--- src/rtl/seq_cmp.sv ---
// rtl/seq_cmp.sv - multi-cycle chunked magnitude comparator (unsigned/signed)
//
// Purpose:
//   Holds two operands A and B, which are loaded from a shared bus by separate
//   push strobes. On an accepted start, the block compares A and B CHUNK bits
//   per cycle, starting with the most significant chunk. It stops at the
//   first chunk that differs. The eq/lt/gt result is registered and held
//   until the next compare writes a new one.
//
// Ports:
//   clk      in   1      rising-edge clock
//   rst      in   1      asynchronous active-high reset
//   in       in   WIDTH  shared operand bus
//   push1    in   1      load in -> A, set valid1
//   push2    in   1      load in -> B, set valid2
//   start    in   1      request a compare (needs valid1 & valid2, idle only)
//   signed_m in   1      sampled with accepted start; 1 = two's-complement
//   valid1   out  1      A holds a pushed value
//   valid2   out  1      B holds a pushed value
//   busy     out  1      compare in progress (CMP or DONE)
//   done     out  1      one-cycle result-valid pulse
//   eq/lt/gt out  1      registered, held result flags

module seq_cmp #(
  parameter int WIDTH = 16,
  parameter int CHUNK = 2
) (
  input  logic             clk,
  input  logic             rst,
  input  logic [WIDTH-1:0] in,
  input  logic             push1,
  input  logic             push2,
  input  logic             start,
  input  logic             signed_m,
  output logic             valid1,
  output logic             valid2,
  output logic             busy,
  output logic             done,
  output logic             eq,
  output logic             lt,
  output logic             gt
);

  localparam int N  = WIDTH / CHUNK;
  localparam int IW = (N > 1) ? $clog2(N) : 1;
  localparam logic [WIDTH-1:0] MSB_MASK = {1'b1, {(WIDTH-1){1'b0}}};

  typedef enum logic [1:0] {
    ST_IDLE = 2'd0,
    ST_CMP  = 2'd1,
    ST_DONE = 2'd2
  } state_t;

  state_t           state_q, state_d;
  logic [WIDTH-1:0] a_q, a_d, b_q, b_d;
  logic [WIDTH-1:0] wa_q, wa_d, wb_q, wb_d;
  logic [IW-1:0]    idx_q, idx_d;
  logic             valid1_q, valid1_d, valid2_q, valid2_d;
  logic             eq_q, eq_d, lt_q, lt_d, gt_q, gt_d;

  // The working copies are shifted left after each equal chunk, so the chunk
  // under test is always the top CHUNK bits. idx only counts the chunks that
  // remain.
  logic [CHUNK-1:0] ca, cb;
  assign ca = wa_q[WIDTH-1 -: CHUNK];
  assign cb = wb_q[WIDTH-1 -: CHUNK];

  always_comb begin
    state_d  = state_q;
    a_d      = a_q;
    b_d      = b_q;
    wa_d     = wa_q;
    wb_d     = wb_q;
    idx_d    = idx_q;
    valid1_d = valid1_q;
    valid2_d = valid2_q;
    eq_d     = eq_q;
    lt_d     = lt_q;
    gt_d     = gt_q;

    case (state_q)
      ST_IDLE: begin
        if (start && valid1_q && valid2_q) begin
          // Flipping the sign bit maps two's complement onto offset binary.
          // After that, an unsigned compare gives the signed ordering.
          wa_d    = signed_m ? (a_q ^ MSB_MASK) : a_q;
          wb_d    = signed_m ? (b_q ^ MSB_MASK) : b_q;
          idx_d   = IW'(N - 1);
          state_d = ST_CMP;
        end else begin
          if (push1) begin
            a_d      = in;
            valid1_d = 1'b1;
          end
          if (push2) begin
            b_d      = in;
            valid2_d = 1'b1;
          end
        end
      end
      ST_CMP: begin
        if (ca != cb) begin
          gt_d    = (ca > cb);
          lt_d    = (ca < cb);
          eq_d    = 1'b0;
          state_d = ST_DONE;
        end else if (idx_q == '0) begin
          eq_d    = 1'b1;
          lt_d    = 1'b0;
          gt_d    = 1'b0;
          state_d = ST_DONE;
        end else begin
          idx_d = idx_q - 1'b1;
          wa_d  = wa_q << CHUNK;
          wb_d  = wb_q << CHUNK;
        end
      end
      ST_DONE: state_d = ST_IDLE;
      default: state_d = ST_IDLE;
    endcase
  end

  always_ff @(posedge clk or posedge rst) begin
    if (rst) begin
      state_q  <= ST_IDLE;
      a_q      <= '0;
      b_q      <= '0;
      wa_q     <= '0;
      wb_q     <= '0;
      idx_q    <= '0;
      valid1_q <= 1'b0;
      valid2_q <= 1'b0;
      eq_q     <= 1'b0;
      lt_q     <= 1'b0;
      gt_q     <= 1'b0;
    end else begin
      state_q  <= state_d;
      a_q      <= a_d;
      b_q      <= b_d;
      wa_q     <= wa_d;
      wb_q     <= wb_d;
      idx_q    <= idx_d;
      valid1_q <= valid1_d;
      valid2_q <= valid2_d;
      eq_q     <= eq_d;
      lt_q     <= lt_d;
      gt_q     <= gt_d;
    end
  end

  assign valid1 = valid1_q;
  assign valid2 = valid2_q;
  assign busy   = (state_q != ST_IDLE);
  assign done   = (state_q == ST_DONE);
  assign eq     = eq_q;
  assign lt     = lt_q;
  assign gt     = gt_q;

endmodule

--- config.mk ---
export PLATFORM = sky130hd
export DESIGN_NAME = seq_cmp
export DESIGN_NICKNAME = d
export VERILOG_FILES = /design/src/rtl/seq_cmp.sv
export SDC_FILE = /design/constraint.sdc
export NUM_CORES = 1
export LEC_CHECK = 0
export CAP_MARGIN = 20
export CORE_UTILIZATION = 39
export CTS_CLUSTER_SIZE = 10
export DETAILED_ROUTE_END_ITERATION = 6
export GPL_ROUTABILITY_DRIVEN = 0
export SYNTH_ARGS = -nofsm -noshare
export SYNTH_HDL_FRONTEND = slang
export SYNTH_SLANG_ARGS = --single-unit
--- constraint.sdc ---
create_clock -name clk -period 2.1 [get_ports clk]
set_input_delay 0.21 -clock clk [delete_from_list [all_inputs] [get_ports clk]]
set_output_delay 0.21 -clock clk [all_outputs]
set_load 0.005 [all_outputs]
* Word level (Yosys, flattened, before mapping)
Cells that the tools add are included.
Word-level totals: flip-flop bits (word level) 74, bits of input ports 22, output and inout port bits 7, word-level logic and storage cells 59
Operators by class: add/sub/neg operators 1, order comparisons 2, eq/ne operators 7, mux-type cells 23, bitwise gates (word level) 3, reductions and logical operators 12
Operators with widths (count):
- 16-bit 2-to-1 mux | 8
- 16-bit case mux with 2 select lines | 2
- 3-bit 2-to-1 mux | 3
- 2-bit 2-to-1 mux | 3
- 2-bit != test, second input constant | 3
- 3-bit case mux with 2 select lines | 1
- 3-bit AND reduction | 2
- 2-bit nonzero test | 3
- 1-bit 2-to-1 mux | 5
- 2-bit case mux with 2 select lines | 1
- 2-bit AND reduction | 2
- 4-bit AND reduction | 1
- 3-bit logical NOT | 1
- 3-bit != test, second input constant | 1
- 1-bit NOT | 3
- 3-bit by 1-bit subtractor with 3-bit output, second input constant | 1
- 2-bit by 1-bit equality test with 1-bit output, second input constant | 1
- 2-bit equality test, second input constant | 1
- 2-bit greater-than comparator | 1
- 1-bit logical AND | 2
- 2-bit logical NOT | 1
- 2-bit < comparator | 1
- 2-bit != test | 1

* Depth between registers and ports, before layout
Gate-level depths: netlist of run 1.
word-level depth 4, gate-level depth with buffers 8, mapped depth without buffers 6

* Worst setup path before layout of run 1
No wires, ideal clock.
path type flip-flop to flip-flop, from register wa_q[15], to register wa_q[15], setup time 0.125 ns, data arrival time 1.688 ns, data required time 1.975 ns, setup slack 0.287 ns, cell stages (with the launch flop) 8, path buffers 2, period minus slack after synthesis 1.813 ns, cell sequence dfrtp_1 -> ha_1 -> nand4b_1 -> o22a_4 -> inv_4 -> buf_12 -> buf_12 -> mux2_4
On the way: cells in the longest elaborated chain, start to end 3
RTL lines:
- start, declared | line 56 | logic [WIDTH-1:0] wa_q, wa_d, wb_q, wb_d;
- start signal, assigned | line 140 | wa_q <= wa_d;
- 2-bit != test | line 102 | if (ca != cb) begin
- 2-bit != test (no line)
- 4-bit AND reduction (no line)
Every way passes these cells. A chain may end at the register's enable or synchronous reset.

* Worst setup path in the final report of run 1
from register wa_q[15], to register wb_q[9]
On the way: cells in the longest elaborated chain, start to end 3
RTL lines:
- 2-bit != test | line 102
- 2-bit != test (no line)
- 4-bit AND reduction (no line)
- end signal, assigned | line 141 | wb_q <= wb_d;
- end, declared | line 56
Every way passes these cells.

==> results.toml, run 1 <==
[worst_setup_path]
r2r_cells = 6
crit_end = "wb_q[9]$_DFFE_PP0P_"
required_ns = 2.33
crit_start = "wa_q[15]$_DFFE_PP0P_"
ff2ff_setup_slack_ns = 0.14
r2r_start = "wa_q[15]$_DFFE_PP0P_"
timing.rr.end = "wb_q[9]$_DFFE_PP0P_"
crit_type = "flop to flop"
worst-path-max-fanout = 27
start_kind = "flop"
critPathArrivalTime_ns = 2.19
end_kind = "flop"

[final_layout]
multi_input_comb_area_um2 = 1320
regArea_um2 = 1850
post-route-util_pct = 47.2
nNetsFinal = 282
layoutNonFillerInstCount = 366
syn_to_final_growth_pct = 17.6
nFillCells = 740
drive_gt1_share_pct = 42.9
n_antenna_cell = 0

[drt]
vias = 1814
viasPerCell = 4.96
dr.pass1.iters = 4
routed_wl_mm = 5.66
drt-initial-drc-count = 64
drc = 0
ant_nets = 0
drt-wirelength-per-cell_um = 15.5

[synthesis]
synth-edff-count = 0
async_flop_share_pct = 100
ys.flop_type = "dfrtp_1"
yosysTopAreaCell = "dfrtp_1"
synth_nets = 245
ys_ff_latch = 74
syn_avg_cell_area_um2 = 15.0
synth.distinct_cells = 33
netlist_area_um2 = 3280
synth.area.top_cells = "dfrtp_1, mux2_2, mux2_4, ha_1, buf_12"
synthDominantCellAreaShare_pct = 56.4
syn_inst = 219
seq_area_frac_synth_pct = 56.4
yosys_warnings = 0

[timing]
worstMarginPinSlew_ns = 0.529
achievable-frequency_mhz = 510
period_minus_slack_ns = 1.96
tns_ns = 0
skew_ns = 0.00574
slew_violations = 0
relSlewSlack_pct = 64.7
finalSetupViolCount = 0
rsz0062_at_grt = "false"
timing.final.crit_share_pct = 93.3
holdWs_ns = 0.261
hold_viol = 0

[clock_network]
cts_root_buf = "clkbuf_8"
cts_buffer_depth = 2
clock-sinks = 74
numCtsBuffers = 9
hold_buffers = 0
htree_levels = 3
clkTransAtPathRegs_ns = 0.07
cts_tree = "done"
worstSkewPairLatency_ns = 0.34
cts_setup_buffers = 0
cts_resized = 0

[status]
status = "finished, final reports clean"

[floorplan]
die_height_um = 93.8
core_area_um2 = 8180
ios = 29
die_x_um = 93.8
initial_utilization_pct = 40.2
rows = 33
dieArea_um2 = 8790

[placed_design]
port_buffers = 28
dp_cells = 350
dp_hpwl_mm = 3.61

[global_route]
track_usage_pct = 14.7
grt_pass1_vias = 1865
grt_max_degree = 75
grt-ovfl-total = 0
antenna_found_initial = 0
grt_pass1_wl_mm = 9.67

[power_and_ir_drop]
power_leakage_uw = 0.00168
pwr_density_cell_nw_per_um2 = 1500
ir_drop_v = 0.000540

[hold_path]
hp-class = "primary input to asynchronous set/reset pin"

[job]
maxCapViolations = 0
==> sequential cells by signal, summed over array words and instances (netlist names) <==
name,cells
wa_q,16
b_q,16
idx_q,3
valid1,1
state_q,2
a_q,16
wb_q,16
lt,1
eq,1
gt,1
valid2,1
==> cell usage after synthesis, drive strengths merged (2+ instances only) <==
master	count
mux2	84
dfrtp	74
buf	9
inv	8
a21oi	4
a22o	4
ha	4
mux2i	4
nand2	4
nand2b	3
nor2	3
and2b	2
xor2	2
==> logic make-up (layout without fill, tap and decap cells) <==
family	after synthesis	after routing	synth area share, %
buf+inv	17	59	3.39
compound gates	16	16	4.15
xor+xnor	2	2	0.533
simple gates	18	18	3.20
mux	88	88	30.8
fa+ha+maj	4	4	1.52
flops	74	74	56.4
==> placed cells by master (no fill, tap or decap), drive strengths merged <==
cell	n
mux2	84
dfrtp	74
clkdlybuf4s50	28
clkbuf	13
inv	8
buf	7
a21oi	4
mux2i	4
a22o	4
ha	4
nand2	4
nand2b	3
nor2	3
clkinv	3
and2b	2
xor2	2
a311oi	1
nor2b	1
o21ai	1
o2bb2ai	1
a32o	1
or2	1
nand3	1
nand4b	1
nand4	1
o21a	1
o32a	1
o22a	1
nor3	1
a22oi	1
==> per-layer routing <==
metal | share of wire, % | global-route usage [%] | up-vias
met1 | 49 | 20.2 | 926
met3 | 3.4 | 4.37 | 8
met5 | 0 | 0 | -
li1 | - | - | 855
met2 | 47 | 22.0 | 25
met4 | 1.3 | 5.38 | 0
==> through the flow <==
stage                     cell area (µm²)  worst slack, ns  total power [µW]
after global routing                 3860           0.0567              6230
after global placement               3700            0.214              4870
final                                3860            0.141              5810
after detailed placement             3700            0.172              4910
after floorplan                      3280          0.00838              4400
after CTS                            3860            0.148              5890
==> worst max-delay path, cell delays in order (launching register included) <==
cell	delay, ns
dfrtp_1	0.39
ha_1	0.35
nand4b_1	0.21
o22a_4	0.29
inv_4	0.07
buf_12	0.18
mux2_2	0.36
==> how the worst min path moves through the flow <==
stage	end	slack (ns)	cells past startpoint
after global placement	gt$_DFFE_PP0P_	0.48	1
final	b_q[1]$_DFFE_PP0P_	0.26	3
after floorplan	a_q[10]$_DFFE_PP0P_	0.36	1
after global routing	b_q[1]$_DFFE_PP0P_	0.28	3
after CTS	state_q[0]$_DFFE_PP0P_	0.28	3
after detailed placement	gt$_DFFE_PP0P_	0.48	1
==> layout make-up <==
| class | instances | share of cell area, % |
|---|---|---|
| repair buffers | 35 | 9.27 |
| multi-input cells | 128 | 34.3 |
| clock inverters | 3 | 0.389 |
| well taps | 105 | 3.40 |
| clock buffers | 13 | 3.86 |
| inverters | 8 | 0.843 |
| flip-flops and latches | 74 | 48.0 |
==> power breakdown <==
part | internal (µW) | switching, µW
Combinational | 1480 | 864
Sequential | 2130 | 394
Clock | 457 | 480
Total | 4070 | 1740
Note: power is estimated with default switching activity, not from simulation.
==> run 2: changes to the inputs <==
- CORE_UTILIZATION: 39 -> 45
- PLACE_DENSITY: default -> 0.67
==> results.toml, run 2 (synthesis gave the netlist of run 1 again) <==
[drt]
routed_wl_mm = 5.50
drt-wirelength-per-cell_um = 15.4
dr.pass1.iters = 4
viasPerCell = 5.16
vias = 1846
drc = 0
ant_nets = 0
drt-initial-drc-count = 77

[timing]
achievable-frequency_mhz = 511
tns_ns = 0
relSlewSlack_pct = 66.7
rsz0062_at_grt = "false"
period_minus_slack_ns = 1.96
skew_ns = 0.00997
finalSetupViolCount = 0
hold_viol = 0
holdWs_ns = 0.151
timing.final.crit_share_pct = 93.2
slew_violations = 0
worstMarginPinSlew_ns = 0.500
layout_setup_ws_ns = 0.142

[clock_network]
clock-sinks = 74
hold_buffers = 0
worstSkewPairLatency_ns = 0.34
cts_resized = 0
cts_buffer_depth = 2
cts_tree = "done"
numCtsBuffers = 9
htree_levels = 3
cts_root_buf = "clkbuf_8"
cts_setup_buffers = 0
clkTransAtPathRegs_ns = 0.08

[power_and_ir_drop]
ir_drop_v = 0.000601
pwr_density_cell_nw_per_um2 = 1530
power_leakage_uw = 0.00171

[worst_setup_path]
path_buf_inv = 2
critPathArrivalTime_ns = 2.19
required_ns = 2.33
start_kind = "flop"
crit_chain = "ha_1, nand4b_1, o22a_4, inv_4, buf_12, mux2_2"
slowest_delay_ns = 0.40
end_kind = "flop"
worst-path-max-fanout = 28
crit_type = "flop to flop"
critPathTopFamily = "flip-flops"
critPathSlowestCell = "dfrtp_1"

[floorplan]
core_area_um2 = 6910
die_height_um = 87.4
rows = 30
ios = 29
die_x_um = 87.4
dieArea_um2 = 7640
initial_utilization_pct = 47.6

[global_route]
grt_pass1_wl_mm = 9.60
antenna_found_initial = 0
grt_pass1_vias = 1963
grt_max_degree = 37
grt-ovfl-total = 0
track_usage_pct = 16.9

[final_layout]
n_antenna_cell = 0
nNetsFinal = 283
syn_to_final_growth_pct = 19.0
final_common_cell = "mux2_2"
drive_gt1_share_pct = 44.3
most-common-layout-cells = "mux2_2, dfrtp_1, clkdlybuf4s50_1, clkbuf_8, mux2_4"
regArea_um2 = 1850
nFillCells = 588
multi_input_comb_area_um2 = 1320

[placed_design]
preCtsSetupSlack_ns = 0.159
port_buffers = 28
dp_hpwl_mm = 3.65

[status]
status = "finished, final reports clean"

[job]
maxCapViolations = 0

[hold_path]
hp-class = "primary input to asynchronous set/reset pin"
==> run 2: cell types whose count changed in the layout (fill, tap and decap cells not counted), sizes merged <==
cell,delta
bufinv,+1
clkbuf,-2
buf,+1
clkinvlp,+1
==> run 2: final cells by class <==
cell class	count	area share (%)
clock inverter	5	1.34
clock buffer	11	3.87
timing repair buffer	36	9.66
sequential	74	47.4
multi-input combinational	128	33.9
tap	96	3.07
inverter	8	0.832
==> run 2: through the flow <==
stage / instance area (µm²) / power (µW) / instances / util (%)
2_1_floorplan: 3280 / 4400 / 219 / -
3_3_place_gp: 3710 / 4850 / 342 / 53.7
3_5_place_dp: 3710 / 4920 / 342 / 53.7
4_1_cts: 3910 / 6060 / 358 / 56.6
5_1_grt: 3910 / 6400 / 358 / 56.6
6_report: 3910 / 5980 / 358 / 56.6
==> run 2: per-layer routing <==
layer  vias to the layer above  global-route usage [%]  share of wire [%]
met5                         -                       0                  0
met4                         0                    8.05                1.4
met3                         9                    3.70                3.3
met2                        32                    25.1                 45
met1                       941                    23.5                 50
li1                        864                       -                  -
==> run 2: worst paths after layout <==
kind / start / to / slack [ns] / depth (start not counted)
setup / recovery: wa_q[15]$_DFFE_PP0P_ / wb_q[9]$_DFFE_PP0P_ / 0.14 / 6
hold / removal: rst / a_q[0]$_DFFE_PP0P_ / 0.15 / 2
setup reg to reg: wa_q[15]$_DFFE_PP0P_ / wb_q[9]$_DFFE_PP0P_ / 0.14 / 6
hold reg to reg: lt$_DFFE_PP0P_ / lt$_DFFE_PP0P_ / 0.50 / 1
max in group asynchronous: rst / a_q[3]$_DFFE_PP0P_ / 1.44 / 3
min in group clk: in[0] / b_q[0]$_DFFE_PP0P_ / 0.50 / 2
==> run 2: where the power goes <==
part / switching, µW / internal [µW]
Combinational: 867 / 1480
Clock: 513 / 607
Sequential: 384 / 2130
Total: 1760 / 4220
